$ cat config.mk
export PLATFORM = sky130hd
export DESIGN_NAME = axonerve_kvs_cmd_arbiter
export DESIGN_NICKNAME = d
export VERILOG_FILES = /design/src/rtl/axonerve_kvs_cmd_arbiter.sv
export SDC_FILE = /design/constraint.sdc
export NUM_CORES = 1
export LEC_CHECK = 0
export CAP_MARGIN = 30
export CORE_AREA = 2 2 613 615
export DETAILED_ROUTE_END_ITERATION = 10
export DIE_AREA = 0 0 615 617
export HOLD_SLACK_MARGIN = 0.1
export PLACE_DENSITY_LB_ADDON = 0.3
export SLEW_MARGIN = 10
export SYNTH_ARGS = -nofsm -noshare
export SYNTH_HDL_FRONTEND = slang
export SYNTH_SLANG_ARGS = --single-unit
$ cat constraint.sdc
create_clock -name I_CLK -period 4.75 [get_ports I_CLK]
set_clock_uncertainty 0.05 [all_clocks]
set_input_delay 0.95 -clock I_CLK [delete_from_list [all_inputs] [get_ports I_CLK]]
set_output_delay 0.95 -clock I_CLK [all_outputs]
set_load 0.01 [all_outputs]
$ cat src/rtl/axonerve_kvs_cmd_arbiter.sv
// Round-robin arbiter that shares one axonerve_kvs_kernel command port
// between NUM_REQ requesters. Each issued command is tagged with its
// requester ID; kernel ACKs are returned to the owner in issue order.
// Reads, illegal ops and writes into a full entry table are answered
// locally with ENT_ERR without reaching the kernel.
module axonerve_kvs_cmd_arbiter #(
    parameter int NUM_REQ     = 4,
    parameter int MAX_OUT     = 16,
    parameter int ACK_TIMEOUT = 4096
) (
    input  logic                          I_CLK,
    input  logic                          I_XRST,
    input  logic [NUM_REQ-1:0]            I_REQ_VALID,
    input  logic [3*NUM_REQ-1:0]          I_REQ_OP,
    input  logic [128*NUM_REQ-1:0]        I_REQ_KEY_DAT,
    input  logic [128*NUM_REQ-1:0]        I_REQ_EKEY_MSK,
    input  logic [7*NUM_REQ-1:0]          I_REQ_KEY_PRI,
    input  logic [32*NUM_REQ-1:0]         I_REQ_KEY_VALUE,
    output logic [NUM_REQ-1:0]            O_REQ_GRANT,
    output logic [NUM_REQ-1:0]            O_RSP_VALID,
    output logic                          O_RSP_ENT_ERR,
    output logic                          O_RSP_SINGLE_HIT,
    output logic                          O_RSP_MULTI_HIT,
    output logic [31:0]                   O_RSP_KEY_VALUE,
    output logic                          O_KVS_CMD_VALID,
    output logic                          O_KVS_CMD_ERASE,
    output logic                          O_KVS_CMD_WRITE,
    output logic                          O_KVS_CMD_READ,
    output logic                          O_KVS_CMD_SEARCH,
    output logic                          O_KVS_CMD_UPDATE,
    output logic [127:0]                  O_KVS_KEY_DAT,
    output logic [127:0]                  O_KVS_EKEY_MSK,
    output logic [6:0]                    O_KVS_KEY_PRI,
    output logic [31:0]                   O_KVS_KEY_VALUE,
    input  logic                          I_KVS_READY,
    input  logic                          I_KVS_WAIT,
    input  logic                          I_KVS_CMD_FULL,
    input  logic                          I_KVS_ENT_FULL,
    input  logic                          I_KVS_ACK,
    input  logic                          I_KVS_ENT_ERR,
    input  logic                          I_KVS_SINGLE_HIT,
    input  logic                          I_KVS_MULTI_HIT,
    input  logic [31:0]                   I_KVS_KEY_VALUE,
    output logic [$clog2(MAX_OUT+1)-1:0]  O_OUTSTANDING,
    output logic                          O_ABORT,
    output logic                          O_TIMEOUT,
    output logic                          O_PROTO_ERR
);

    localparam int IDW = (NUM_REQ > 1) ? $clog2(NUM_REQ) : 1;
    localparam int IW1 = IDW + 1;
    localparam int PW  = (MAX_OUT > 1) ? $clog2(MAX_OUT) : 1;
    localparam int CW  = $clog2(MAX_OUT + 1);
    localparam int TW  = $clog2(ACK_TIMEOUT + 1);

    localparam logic [2:0] OP_ERASE  = 3'd0;
    localparam logic [2:0] OP_WRITE  = 3'd1;
    localparam logic [2:0] OP_SEARCH = 3'd3;
    localparam logic [2:0] OP_UPDATE = 3'd4;

    typedef enum logic [1:0] {
        S_INIT = 2'd0,
        S_RUN  = 2'd1,
        S_ERR  = 2'd2
    } state_t;

    state_t                r_state;
    state_t                w_state_nxt;
    logic [IDW-1:0]        r_ptr;
    logic [IDW-1:0]        r_tag_mem [MAX_OUT];
    logic [PW-1:0]         r_wr_ptr;
    logic [PW-1:0]         r_rd_ptr;
    logic [CW-1:0]         r_count;
    logic [TW-1:0]         r_to_cnt;

    logic [NUM_REQ-1:0]    w_elig;
    logic [IW1-1:0]        w_idx;
    logic                  w_hit;
    logic                  w_found;
    logic [IDW-1:0]        w_win;
    logic [NUM_REQ-1:0]    w_win_oh;
    logic [NUM_REQ-1:0]    w_head_oh;
    logic [2:0]            w_op;
    logic                  w_kern;
    logic                  w_run;
    logic                  w_flush;
    logic                  w_fifo_full;
    logic                  w_fifo_empty;
    logic                  w_issue;
    logic                  w_reject;
    logic                  w_pop;
    logic                  w_proto;
    logic                  w_to_run;
    logic                  w_to_fire;

    // A requester granted on the previous edge still shows its old fields, so skip it once
    assign w_elig       = I_REQ_VALID & ~O_REQ_GRANT;
    assign w_fifo_full  = (r_count == CW'(MAX_OUT));
    assign w_fifo_empty = (r_count == CW'(0));
    assign w_flush      = (r_state == S_RUN) && !I_KVS_READY;
    assign w_run        = (r_state == S_RUN) && I_KVS_READY;
    assign w_op         = I_REQ_OP[int'(w_win)*3 +: 3];
    assign w_kern       = (w_op == OP_ERASE) || (w_op == OP_SEARCH) || (w_op == OP_UPDATE) ||
                          ((w_op == OP_WRITE) && !I_KVS_ENT_FULL);
    // The RR winner is never skipped: a blocked winner stalls everyone, so a reject cannot starve
    assign w_issue      = w_run && w_found && w_kern && !I_KVS_CMD_FULL && !I_KVS_WAIT &&
                          (!w_fifo_full || I_KVS_ACK);
    assign w_reject     = w_run && w_found && !w_kern && w_fifo_empty && !I_KVS_ACK;
    assign w_pop        = I_KVS_ACK && !w_fifo_empty && !w_flush;
    assign w_proto      = I_KVS_ACK && w_fifo_empty && !w_flush;
    assign w_to_run     = !w_fifo_empty && !I_KVS_ACK && !w_flush;
    assign w_to_fire    = w_to_run && (r_to_cnt == TW'(ACK_TIMEOUT - 1));
    assign w_win_oh     = NUM_REQ'(1) << w_win;
    assign w_head_oh    = NUM_REQ'(1) << r_tag_mem[r_rd_ptr];

    assign O_OUTSTANDING  = r_count;
    assign O_KVS_CMD_READ = 1'b0;

    // Round-robin search for the first eligible requester starting at the pointer
    always_comb begin
        w_found = 1'b0;
        w_win   = '0;
        w_idx   = '0;
        w_hit   = 1'b0;
        for (int k = 0; k < NUM_REQ; k++) begin
            w_idx   = {1'b0, r_ptr} + IW1'(k);
            w_idx   = (w_idx >= IW1'(NUM_REQ)) ? (w_idx - IW1'(NUM_REQ)) : w_idx;
            w_hit   = !w_found && w_elig[w_idx[IDW-1:0]];
            w_win   = w_hit ? w_idx[IDW-1:0] : w_win;
            w_found = w_found | w_hit;
        end
    end

    // Next-state logic: timeout is terminal, a READY drop re-enters init
    always_comb begin
        w_state_nxt = r_state;
        case (r_state)
            S_INIT: begin
                if (w_to_fire) begin
                    w_state_nxt = S_ERR;
                end else if (I_KVS_READY && !I_KVS_WAIT) begin
                    w_state_nxt = S_RUN;
                end else begin
                    w_state_nxt = S_INIT;
                end
            end
            S_RUN: begin
                if (w_to_fire) begin
                    w_state_nxt = S_ERR;
                end else if (w_flush) begin
                    w_state_nxt = S_INIT;
                end else begin
                    w_state_nxt = S_RUN;
                end
            end
            S_ERR:   w_state_nxt = S_ERR;
            default: w_state_nxt = S_INIT;
        endcase
    end

    // State register
    always_ff @(posedge I_CLK or negedge I_XRST) begin
        if (!I_XRST) begin
            r_state <= S_INIT;
        end else begin
            r_state <= w_state_nxt;
        end
    end

    // Tag FIFO, in-flight count, RR pointer, ACK timeout counter and sticky flags
    always_ff @(posedge I_CLK or negedge I_XRST) begin
        if (!I_XRST) begin
            for (int i = 0; i < MAX_OUT; i++) begin
                r_tag_mem[i] <= '0;
            end
            r_wr_ptr    <= '0;
            r_rd_ptr    <= '0;
            r_count     <= '0;
            r_ptr       <= '0;
            r_to_cnt    <= '0;
            O_ABORT     <= 1'b0;
            O_TIMEOUT   <= 1'b0;
            O_PROTO_ERR <= 1'b0;
        end else begin
            if (w_flush) begin
                r_wr_ptr <= '0;
                r_rd_ptr <= '0;
                r_count  <= '0;
            end else begin
                if (w_issue) begin
                    r_tag_mem[r_wr_ptr] <= w_win;
                    r_wr_ptr            <= r_wr_ptr + PW'(1);
                end
                if (w_pop) begin
                    r_rd_ptr <= r_rd_ptr + PW'(1);
                end
                r_count <= r_count + CW'(w_issue) - CW'(w_pop);
            end
            if (w_issue || w_reject) begin
                r_ptr <= (w_win == IDW'(NUM_REQ - 1)) ? '0 : (w_win + IDW'(1));
            end
            if (w_to_run) begin
                r_to_cnt <= (r_to_cnt == TW'(ACK_TIMEOUT)) ? r_to_cnt : (r_to_cnt + TW'(1));
            end else begin
                r_to_cnt <= '0;
            end
            O_ABORT     <= w_flush;
            O_TIMEOUT   <= O_TIMEOUT | w_to_fire;
            O_PROTO_ERR <= O_PROTO_ERR | w_proto;
        end
    end

    // Registered grant, kernel command and response outputs
    always_ff @(posedge I_CLK or negedge I_XRST) begin
        if (!I_XRST) begin
            O_REQ_GRANT      <= '0;
            O_KVS_CMD_VALID  <= 1'b0;
            O_KVS_CMD_ERASE  <= 1'b0;
            O_KVS_CMD_WRITE  <= 1'b0;
            O_KVS_CMD_SEARCH <= 1'b0;
            O_KVS_CMD_UPDATE <= 1'b0;
            O_KVS_KEY_DAT    <= '0;
            O_KVS_EKEY_MSK   <= '0;
            O_KVS_KEY_PRI    <= '0;
            O_KVS_KEY_VALUE  <= '0;
            O_RSP_VALID      <= '0;
            O_RSP_ENT_ERR    <= 1'b0;
            O_RSP_SINGLE_HIT <= 1'b0;
            O_RSP_MULTI_HIT  <= 1'b0;
            O_RSP_KEY_VALUE  <= '0;
        end else begin
            O_REQ_GRANT      <= (w_issue || w_reject) ? w_win_oh : '0;
            O_KVS_CMD_VALID  <= w_issue;
            O_KVS_CMD_ERASE  <= w_issue && (w_op == OP_ERASE);
            O_KVS_CMD_WRITE  <= w_issue && (w_op == OP_WRITE);
            O_KVS_CMD_SEARCH <= w_issue && (w_op == OP_SEARCH);
            O_KVS_CMD_UPDATE <= w_issue && (w_op == OP_UPDATE);
            if (w_issue) begin
                O_KVS_KEY_DAT   <= I_REQ_KEY_DAT[int'(w_win)*128 +: 128];
                O_KVS_EKEY_MSK  <= I_REQ_EKEY_MSK[int'(w_win)*128 +: 128];
                O_KVS_KEY_PRI   <= I_REQ_KEY_PRI[int'(w_win)*7 +: 7];
                O_KVS_KEY_VALUE <= I_REQ_KEY_VALUE[int'(w_win)*32 +: 32];
            end else begin
                O_KVS_KEY_DAT   <= '0;
                O_KVS_EKEY_MSK  <= '0;
                O_KVS_KEY_PRI   <= '0;
                O_KVS_KEY_VALUE <= '0;
            end
            // A reject needs ACK=0, so it never collides with a routed ACK
            if (w_pop) begin
                O_RSP_VALID      <= w_head_oh;
                O_RSP_ENT_ERR    <= I_KVS_ENT_ERR;
                O_RSP_SINGLE_HIT <= I_KVS_SINGLE_HIT;
                O_RSP_MULTI_HIT  <= I_KVS_MULTI_HIT;
                O_RSP_KEY_VALUE  <= I_KVS_KEY_VALUE;
            end else if (w_reject) begin
                O_RSP_VALID      <= w_win_oh;
                O_RSP_ENT_ERR    <= 1'b1;
                O_RSP_SINGLE_HIT <= 1'b0;
                O_RSP_MULTI_HIT  <= 1'b0;
                O_RSP_KEY_VALUE  <= '0;
            end else begin
                O_RSP_VALID      <= '0;
                O_RSP_ENT_ERR    <= 1'b0;
                O_RSP_SINGLE_HIT <= 1'b0;
                O_RSP_MULTI_HIT  <= 1'b0;
                O_RSP_KEY_VALUE  <= '0;
            end
        end
    end

endmodule

Yosys cells after proc, flatten, opt, wreduce, memory -nomap -nowiden
Cells that the tools add are included.
W data, S select, Z words.
Cells by class
  multiply operators: 2
  $lt $le $gt $ge: 11
  bitwise operators: 10
  reduce and logical (&&, ||, !) cells: 50
  equal/unequal tests: 10
  multiplexer cells: 47
  shift-type cells: 7
  add/sub/neg operators: 13
Operators with widths (count)
  $shiftx A512 B10 Y128: 2
  $mux W128: 2
  $shiftx A128 B8 Y32: 1
  $mux W32: 2
  $bwmux W32: 1
  $mux W2: 14
  $mux W4: 7
  $shiftx A28 B6 Y7: 1
  $logic_and A1 B1 Y1: 27
  $mux W13: 2
  $add A13 B1 Y13 const B: 1
  $eq A13 B12 Y1 const B: 1
  $eq A13 B13 Y1 const B: 1
  $logic_not A1 Y1: 12
  $lt A2 B3 Y1 const B: 4
  $shiftx A12 B5 Y3: 1
  $ge A5 B5 Y1 const B: 2
  $mux W1: 10
  $not A4 Y5: 2
  $ge A3 B3 Y1 const B: 3
  $add A4 B1 Y4 const B: 2
  $bmux W1 S2: 4
  $bmux W2 S4: 1
  $demux W2 S4: 1
  other kinds (31): 46
Word-level totals
  logic and storage cells: 190
  bits of input ports: 1238
  output and inout bits: 352
  register bits after elaboration: 408

Logic depth before layout (Yosys ltp)
Gate-level depths: netlist of the first run.
  depth in word-level cells: 26
  gate-level depth with buffers: 20
  gate-level depth less buffers: 18

Worst setup path after synthesis of the first run
OpenSTA, ideal clock, no wires.
  path kind: input -> register
  start: in I_REQ_VALID[2]
  end: reg r_count[4], in the netlist O_OUTSTANDING[4]
  required time: 4.622 ns
  library setup time: 0.078 ns
  arrival time: 3.968 ns
  stages on the path: 18
  path buffers: 1
  slack: 0.654 ns
  cells stage by stage: nor4bb_1 > or2_1 > buf_2 > o31a_1 > a211oi_1 > o22a_1 > a21o_1 > nand2_1 > ha_1 > inv_1 > ha_1 > inv_1 > fa_1 > inv_1 > a21oi_1 > nor2_1 > or3_1 > a21oi_1
On the way
  longest elaborated chain between the ends: 25
  elaborated cells on any way between the ends: 40
  classes of those cells: add/sub (2); mul (1); eq/ne (3); shift (1); mux (13); bitwise (4); reduce/logical (16)
Ends and longest elaborated chain
  start, declared: RTL line 13  | input logic [NUM_REQ-1:0] I_REQ_VALID,
  $and A4 B4 Y4 (*): RTL line 97  | assign w_elig = I_REQ_VALID & ~O_REQ_GRANT;
  $bmux W1 S2: RTL line 128  | w_hit = !w_found && w_elig[w_idx[IDW-1:0]];
  $mux W1 (not written as such): RTL line 128
  $logic_not A1 Y1: RTL line 128
  $logic_and A1 B1 Y1: RTL line 128
  $or A1 B1 Y1: RTL line 130  | w_found = w_found | w_hit;
  $logic_not A1 Y1: RTL line 128
  $logic_and A1 B1 Y1: RTL line 128
  [4 not listed]
  $mul A2 B2 Y4: RTL line 102  | assign w_op = I_REQ_OP[int'(w_win)*3 +: 3];
  $shiftx A12 B5 Y3: RTL line 102
  $eq A3 B2 Y1 / $logic_not A3 Y1 (equally long branches): RTL line 103  | assign w_kern = (w_op == OP_ERASE) || (w_op == OP_SEARCH) || (w_op == OP_UPDATE) ||
  $logic_or A1 B1 Y1 (3 in a row): RTL line 103
  $logic_and A1 B1 Y1 (*) (4 in a row): RTL line 106  | assign w_issue = w_run && w_found && w_kern && !I_KVS_CMD_FULL && !I_KVS_WAIT &&
  $add A5 B1 Y5 (*): RTL line 197  | r_count <= r_count + CW'(w_issue) - CW'(w_pop);
  $sub A5 B1 Y5 (*): RTL line 197
  $mux W5 (*): RTL line 185  | if (w_flush) begin
  end signal, assigned: RTL line 197
  end, declared: RTL line 73  | logic [CW-1:0] r_count;
Mark *: on every way between the ends. The rest lies on a longest branch, timed or not. The select of a mux whose other input is x is not followed.
A chain may end at the register's enable or synchronous reset.

Worst setup path after layout of the first run
  start: in I_REQ_VALID[0]
  end: reg r_count[4], in the netlist O_OUTSTANDING[4]
Same word-level chain as after synthesis.

==> results of run 1 <==
metal layers:
metal	routed length, µm	track usage	share of wire
met5	649	0	0.0022
met4	7260	0.0307	0.024
met2	140000	0.253	0.46
met1	123000	0.182	0.41
met3	31000	0.0684	0.10
power by group through the flow:
stage | sequential (mW) | combinational [mW] | clock [mW]
finish | 3.84 | 8.94 | 5.73
global route | 3.87 | 9.73 | 6.13
floorplan | 3.88 | 4.19 | 0
detailed placement | 3.91 | 9.05 | 0
CTS | 3.85 | 9.09 | 6.07
global placement | 3.91 | 9.04 | 0
sequential cells by signal, summed over array words and instances (netlist names), 5 cells and up:
name / cells
O_KVS_EKEY_MSK: 128
O_KVS_KEY_DAT: 128
O_KVS_KEY_PRI: 7
O_KVS_KEY_VALUE: 32
O_OUTSTANDING: 5
O_RSP_KEY_VALUE: 32
r_tag_mem: 32
r_to_cnt: 13
layout make-up:
cell class                      instances  area (µm²)
Clock inverter                         31         343
Antenna cell                           57         143
Tap cell                             4994        6250
Sequential cell                       408       10200
Multi-Input combinational cell       2354       11500
Clock buffer                           97        2130
Fill cell                           43100      326000
Inverter                               16        82.6
Timing Repair Buffer                 1718       17200
path summary, 6_finish.rpt:
| path | end | depth (start not counted) | start | slack, ns |
|---|---|---|---|---|
| worst max-delay path | O_OUTSTANDING[4] | 18 | I_REQ_VALID[0] | 0.25 |
| worst min-delay path | O_KVS_KEY_DAT[70] | 1 | I_XRST | 0.18 |
| worst max register to register | O_OUTSTANDING[4] | 17 | O_REQ_GRANT[2] | 0.41 |
| worst min register to register | O_TIMEOUT | 1 | O_TIMEOUT | 0.43 |
| max in group asynchronous | O_KVS_EKEY_MSK[10] | 2 | I_XRST | 3.30 |
| min in group I_CLK | O_TIMEOUT | 1 | O_TIMEOUT | 0.43 |
synth_stat cells (4+ instances only):
cell type / count / area share
nand2_1: 1203 / 0.20
nand3_1: 597 / 0.13
dfrtp_1: 408 / 0.45
and3_1: 301 / 0.083
clkbuf_1: 207 / 0.034
and2_1: 38 / 0.010
mux2_1: 34 / 0.017
nor2_1: 33 / 0.0055
buf_2: 27 / 0.0059
ha_1: 17 / 0.0094
nand4_1: 15 / 0.0041
inv_1: 13 / 0.0021
buf_1: 10 / 0.0017
mux4_2: 10 / 0.0099
xor2_1: 10 / 0.0039
nor2b_1: 9 / 0.0025
a21oi_1: 8 / 0.0018
nand2b_1: 6 / 0.0017
o21ai_0: 6 / 0.0013
xnor2_1: 5 / 0.0019
a211oi_1: 4 / 0.0013
and3b_1: 4 / 0.0015
buf_4: 4 / 0.0013
nor4b_1: 4 / 0.0015
o31a_1: 4 / 0.0015
or3_1: 4 / 0.0011
metrics by stage:
step           hold slack [ns]  setup slack (ns)  TNS (ns)  area, µm²
6_report                 0.175             0.253         0      47900
5_1_grt                  0.150            0.0952         0      47800
4_1_cts                  0.119             0.380         0      47700
3_5_place_dp             0.420            -0.491    -0.706      45300
3_3_place_gp             0.408            -0.639     -1.01      45200
2_1_floorplan            0.403             0.654         0      22700
cells in the final DEF, fill, tap and decap left out, drive strengths merged, types with 4 or more instances in the layout:
| cell | Yosys | final |
|---|---|---|
| mux2 | 35 | 35 |
| and2 | 38 | 38 |
| xnor2 | 5 | 5 |
| nand3 | 597 | 597 |
| dfrtp | 408 | 408 |
| nand2b | 6 | 6 |
| ha | 17 | 17 |
| clkinv | 0 | 16 |
| and3 | 301 | 301 |
| buf | 41 | 131 |
| clkdlybuf4s50 | 0 | 1587 |
| or3 | 4 | 4 |
| nor2 | 33 | 33 |
| o31a | 4 | 4 |
| clkinvlp | 0 | 6 |
| mux4 | 10 | 10 |
| bufinv | 0 | 5 |
| nor2b | 9 | 9 |
| inv | 16 | 20 |
| xor2 | 10 | 10 |
| a211oi | 6 | 6 |
| diode | 0 | 57 |
| nor4b | 4 | 4 |
| and3b | 4 | 4 |
| a21oi | 8 | 8 |
| clkbuf | 207 | 97 |
| nand2 | 1203 | 1203 |
| nand4 | 15 | 15 |
| o21ai | 9 | 9 |
| nor3 | 4 | 4 |
cells by family (layout without fill, tap and decap cells):
| family | Yosys count | in the layout | share of synthesized area |
|---|---|---|---|
| and+or+nand+nor | 2228 | 2228 | 0.447 |
| DFF | 408 | 408 | 0.449 |
| buffers and inverters | 264 | 1862 | 0.0458 |
| AOI/OAI and AO/OA | 46 | 46 | 0.0144 |
| muxes | 46 | 46 | 0.0277 |
| adders and majority gates | 18 | 18 | 0.0102 |
| xor gates and xnor gates | 15 | 15 | 0.00578 |
| other | 1 | 58 | 0.000165 |
==> reports/metrics.cfg, run 1 <==
[place]
dp_cells = 9490
dp_hpwl_um = 261000
portBuffers = 1588
routabilityCongestion = 0.954

[clock_network]
cts_tree = done
clock_latency_ns = 0.79
clk_pin_slew_ns = 0.06
holdBufCountCts = 0
cts_buffer_depth = 4
cts.sink_count = 408
cts.htree.levels = 3
cts_resized = 0
postCtsSetupRepairBufs = 0
cts_root_buf = clkbuf_16
cts_buffers = 74

[floorplan]
die_x_um = 615
initial_utilization = 0.0608
core_area_um2 = 374000
dieHeight_um = 617
io_pins = 1590
dieArea_um2 = 379000
rows = 225

[worst_setup_path]
cp_common_cell = inv_1
slowest_stage = clkdlybuf4s50_1
cp.arrival_ns = 5.14
crit_type = in -> reg
path_max_fanout = 7
cp.buffers_inverters = 4
start_kind = input pin
cpPeakStageDelay_ns = 0.51
path_cells = clkdlybuf4s50_1 -> nor4b_1 -> or2_1 -> nor3_4 -> a211oi_1 -> o22a_1 -> a21o_1 -> nand2_1 -> ha_1 -> inv_1 -> ha_1 -> inv_1 -> fa_1 -> inv_1 -> a21oi_1 -> nor2_1 -> or3_1 -> a21oi_1
endpoint_kind = flip-flop
worstPathRequired_ns = 5.39
cpLargestDelayFamily = simple AND/OR/NAND/NOR gates

[sta]
rsz0062_at_grt = false
finalCritPeriodShare = 0.947
setup_viol = 0
hold_violations = 0
worstMarginPinSlew_ns = 1.15
timing.fmax_ghz = 0.222
period_needed_ns = 4.50
slew_headroom = 0.233
final_max_slew_viol_count = 0

[synth]
ys_seq_elements = 408
syn_nets = 4282
syn_avg_cell_area_um2 = 7.51
netlist_area_um2 = 22700
synth_edf_count = 0
syn_inst = 3026
ys.flop_type = dfrtp_1
synthArstFlopShare = 1.00
ys_warn_count = 0
ys_types = 54
synth_seq_area_share = 0.449

[layout]
area_growth_pct = 111
final-instance-count-excl-fill = 9675
final_nets = 5828
drive_gt1_frac = 0.0597
post-route-util = 0.128

[detailed_routing]
num_vias = 30000
dr.pass1.iters = 6
drt_iter0_markers = 2209
ant_nets = 0
viasPerCell = 3.10
postRouteWirelength_um = 301000
wl_per_cell_um = 31.2
drc = 0

[min_path]
hold_class = in -> async

[grt]
grt_overflow = 0
grt_max_degree = 153
first_global_vias = 30900
antenna_found_initial = 224
track_usage = 0.153
grt_pass1_wl_um = 372000

[power_and_ir_drop]
p_leak_nw = 20.2
ir_worst_vdd_v = 0.000408
pwr-share-comb = 0.483
p_seq_frac = 0.208
p_sw_mw = 8.36
p_total_mw = 18.5
p_int_mw = 10.2
pwr-share-clk = 0.310
powerDensity_nw_per_um2 = 387
swShare = 0.452

[status]
status = finished, final reports clean

[run]
max-cap-violations = 0

Note: power is estimated with default switching activity, not from simulation.
==> run 2: changes to the inputs <==
--- a/config.mk
+++ b/config.mk
@@ -10,7 +10,8 @@
 export DETAILED_ROUTE_END_ITERATION = 10
 export DIE_AREA = 0 0 615 617
 export HOLD_SLACK_MARGIN = 0.1
-export PLACE_DENSITY_LB_ADDON = 0.3
+export PLACE_DENSITY = 0.3
+export SETUP_SLACK_MARGIN = 0.02
 export SLEW_MARGIN = 10
 export SYNTH_ARGS = -nofsm -noshare
 export SYNTH_HDL_FRONTEND = slang
==> run 2 against run 1 <==
Effect of this change: power is 1.1% higher; design area is 1.0% higher; non-clock buffer count is 37 higher; maximum frequency is 8.6% higher; register-to-register slack better by 0.21 ns; routed wire length is 3.0% lower; cell count is 0.56% higher; critical path type unchanged.
==> reports/metrics.cfg, run 2 (synthesized netlist as in run 1, its figures left out) <==
[floorplan]
core_area_um2 = 374000
die_x_um = 615
rows = 225
dieHeight_um = 617
dieArea_um2 = 379000
io_pins = 1590
initial_utilization = 0.0608

[layout]
final-instance-count-excl-fill = 9729
fillers = 43100
reg_top3 = O_KVS_EKEY_MSK: 128 flops, O_KVS_KEY_DAT: 128 flops
area_growth_pct = 113
post-route-util = 0.130
final_cell_mix = 1586 x clkdlybuf4s50_1, 1203 x nand2_1, 597 x nand3_1
drive_gt1_frac = 0.0657
final_nets = 5863
postLayoutCellArea_um2 = 48400
layout_commonest_cell = clkdlybuf4s50_1

[clock_network]
cts_tree = done
cts_root_buf = clkbuf_16
cts_buffers = 72
cts_resized = 0
cts.htree.levels = 3
clk_pin_slew_ns = 0.06
clock_latency_ns = 0.82
cts.sink_count = 408
cts_buffer_depth = 4

[grt]
first_global_vias = 30800
grt_overflow = 0
track_usage = 0.149
antenna_found_initial = 164
grt_max_degree = 154
grt_pass1_wl_um = 364000

[run]
max-cap-violations = 0

[detailed_routing]
wl_per_cell_um = 30.1
postRouteWirelength_um = 292000
dr.pass1.iters = 5
num_vias = 29600
drc = 0
drt_iter0_markers = 1862
ant_nets = 0
viasPerCell = 3.04

[worst_setup_path]
worstPathRequired_ns = 5.44
endpoint_kind = flip-flop
path_max_fanout = 7
crit_type = in -> reg
start_kind = input pin
cp.arrival_ns = 4.83
r2r_slack_ns = 0.62

[power_and_ir_drop]
pwr-share-clk = 0.313
swShare = 0.446
p_sw_mw = 8.35
pwr-share-comb = 0.481
p_int_mw = 10.4
p_leak_nw = 20.4
p_seq_frac = 0.206
ir_worst_vdd_v = 0.000296
powerDensity_nw_per_um2 = 387

[sta]
period_needed_ns = 4.14
hold_violations = 0
finalCritPeriodShare = 0.872
timing.fmax_ghz = 0.241
worstMarginPinSlew_ns = 1.08
final_max_slew_viol_count = 0
rsz0062_at_grt = false
slew_headroom = 0.281
setup_viol = 0
final.setup.tns_ns = 0

[place]
dp_hpwl_um = 252000
dp_cells = 9519
place_area_um2 = 45500
routabilityCongestion = 0.916
portBuffers = 1588

[min_path]
hold_class = reg -> reg

[status]
status = finished, final reports clean

==> run 2: cell type report <==
cell class,count,area [µm²],area share
repair buffers,1755,17700,0.365
clock buffers,94,2040,0.0421
diodes,78,195,0.00403
well taps,4994,6250,0.129
clock inverters,30,458,0.00946
multi-input cells,2354,11500,0.237
inverters,16,82.6,0.00171
flip-flops and latches,408,10200,0.211
==> run 2: power groups by stage <==
stage	combinational, mW	clock [mW]	sequential [mW]
2_1_floorplan	4.19	0	3.88
3_3_place_gp	9.19	0	3.94
3_5_place_dp	9.15	0	3.94
4_1_cts	9.18	6.17	3.88
5_1_grt	9.83	6.22	3.89
6_report	9.00	5.86	3.86
==> run 2: timing repair <==
| item | CTS | global route |
|---|---|---|
| hold buffers | 1 | 0 |
| buffers inserted | 0 | 0 |
| hold endpoints to repair | 9 | 0 |
==> run 2: stage by stage <==
| step | power (mW) | hold slack [ns] | setup slack [ns] |
|---|---|---|---|
| 2_1_floorplan | 8.07 | 0.403 | 0.654 |
| 3_3_place_gp | 13.1 | 0.406 | -0.495 |
| 3_5_place_dp | 13.1 | 0.424 | -0.224 |
| 4_1_cts | 19.2 | 0.438 | 0.523 |
| 5_1_grt | 19.9 | 0.460 | 0.311 |
| 6_report | 18.7 | 0.434 | 0.608 |
==> run 2: worst max-delay path, cell delays in order <==
cell and delay (ns):
clkdlybuf4s50_1 0.50, nor4bb_1 0.36, or2_1 0.34, nor3_4 0.10, a211oi_1 0.28, buf_4 0.17
o22a_1 0.18, a21o_1 0.17, nand2_1 0.17, ha_1 0.32, inv_1 0.05, ha_1 0.19
inv_1 0.08, fa_1 0.21, inv_1 0.05, a21oi_1 0.13, nor2_1 0.07, or3_1 0.35
a21oi_1 0.14
==> run 2: routing by layer <==
metal / share of wire / up-vias / GRT usage
met5: 0.0017 / - / 0
met4: 0.019 / 76 / 0.0258
met3: 0.13 / 345 / 0.0851
met2: 0.47 / 1303 / 0.250
met1: 0.38 / 14600 / 0.163
li1: - / 13300 / -
==> run 2: path summary, 6_finish.rpt <==
check / from / endpoint / depth (start not counted)
setup / recovery: I_REQ_VALID[2] / O_OUTSTANDING[4] / 19
hold / removal: O_TIMEOUT / O_TIMEOUT / 1
setup reg to reg: O_REQ_GRANT[0] / O_OUTSTANDING[4] / 18
hold reg to reg: O_TIMEOUT / O_TIMEOUT / 1
max in group asynchronous: I_XRST / O_KVS_EKEY_MSK[65] / 3
min in group asynchronous: I_XRST / O_KVS_KEY_DAT[119] / 2
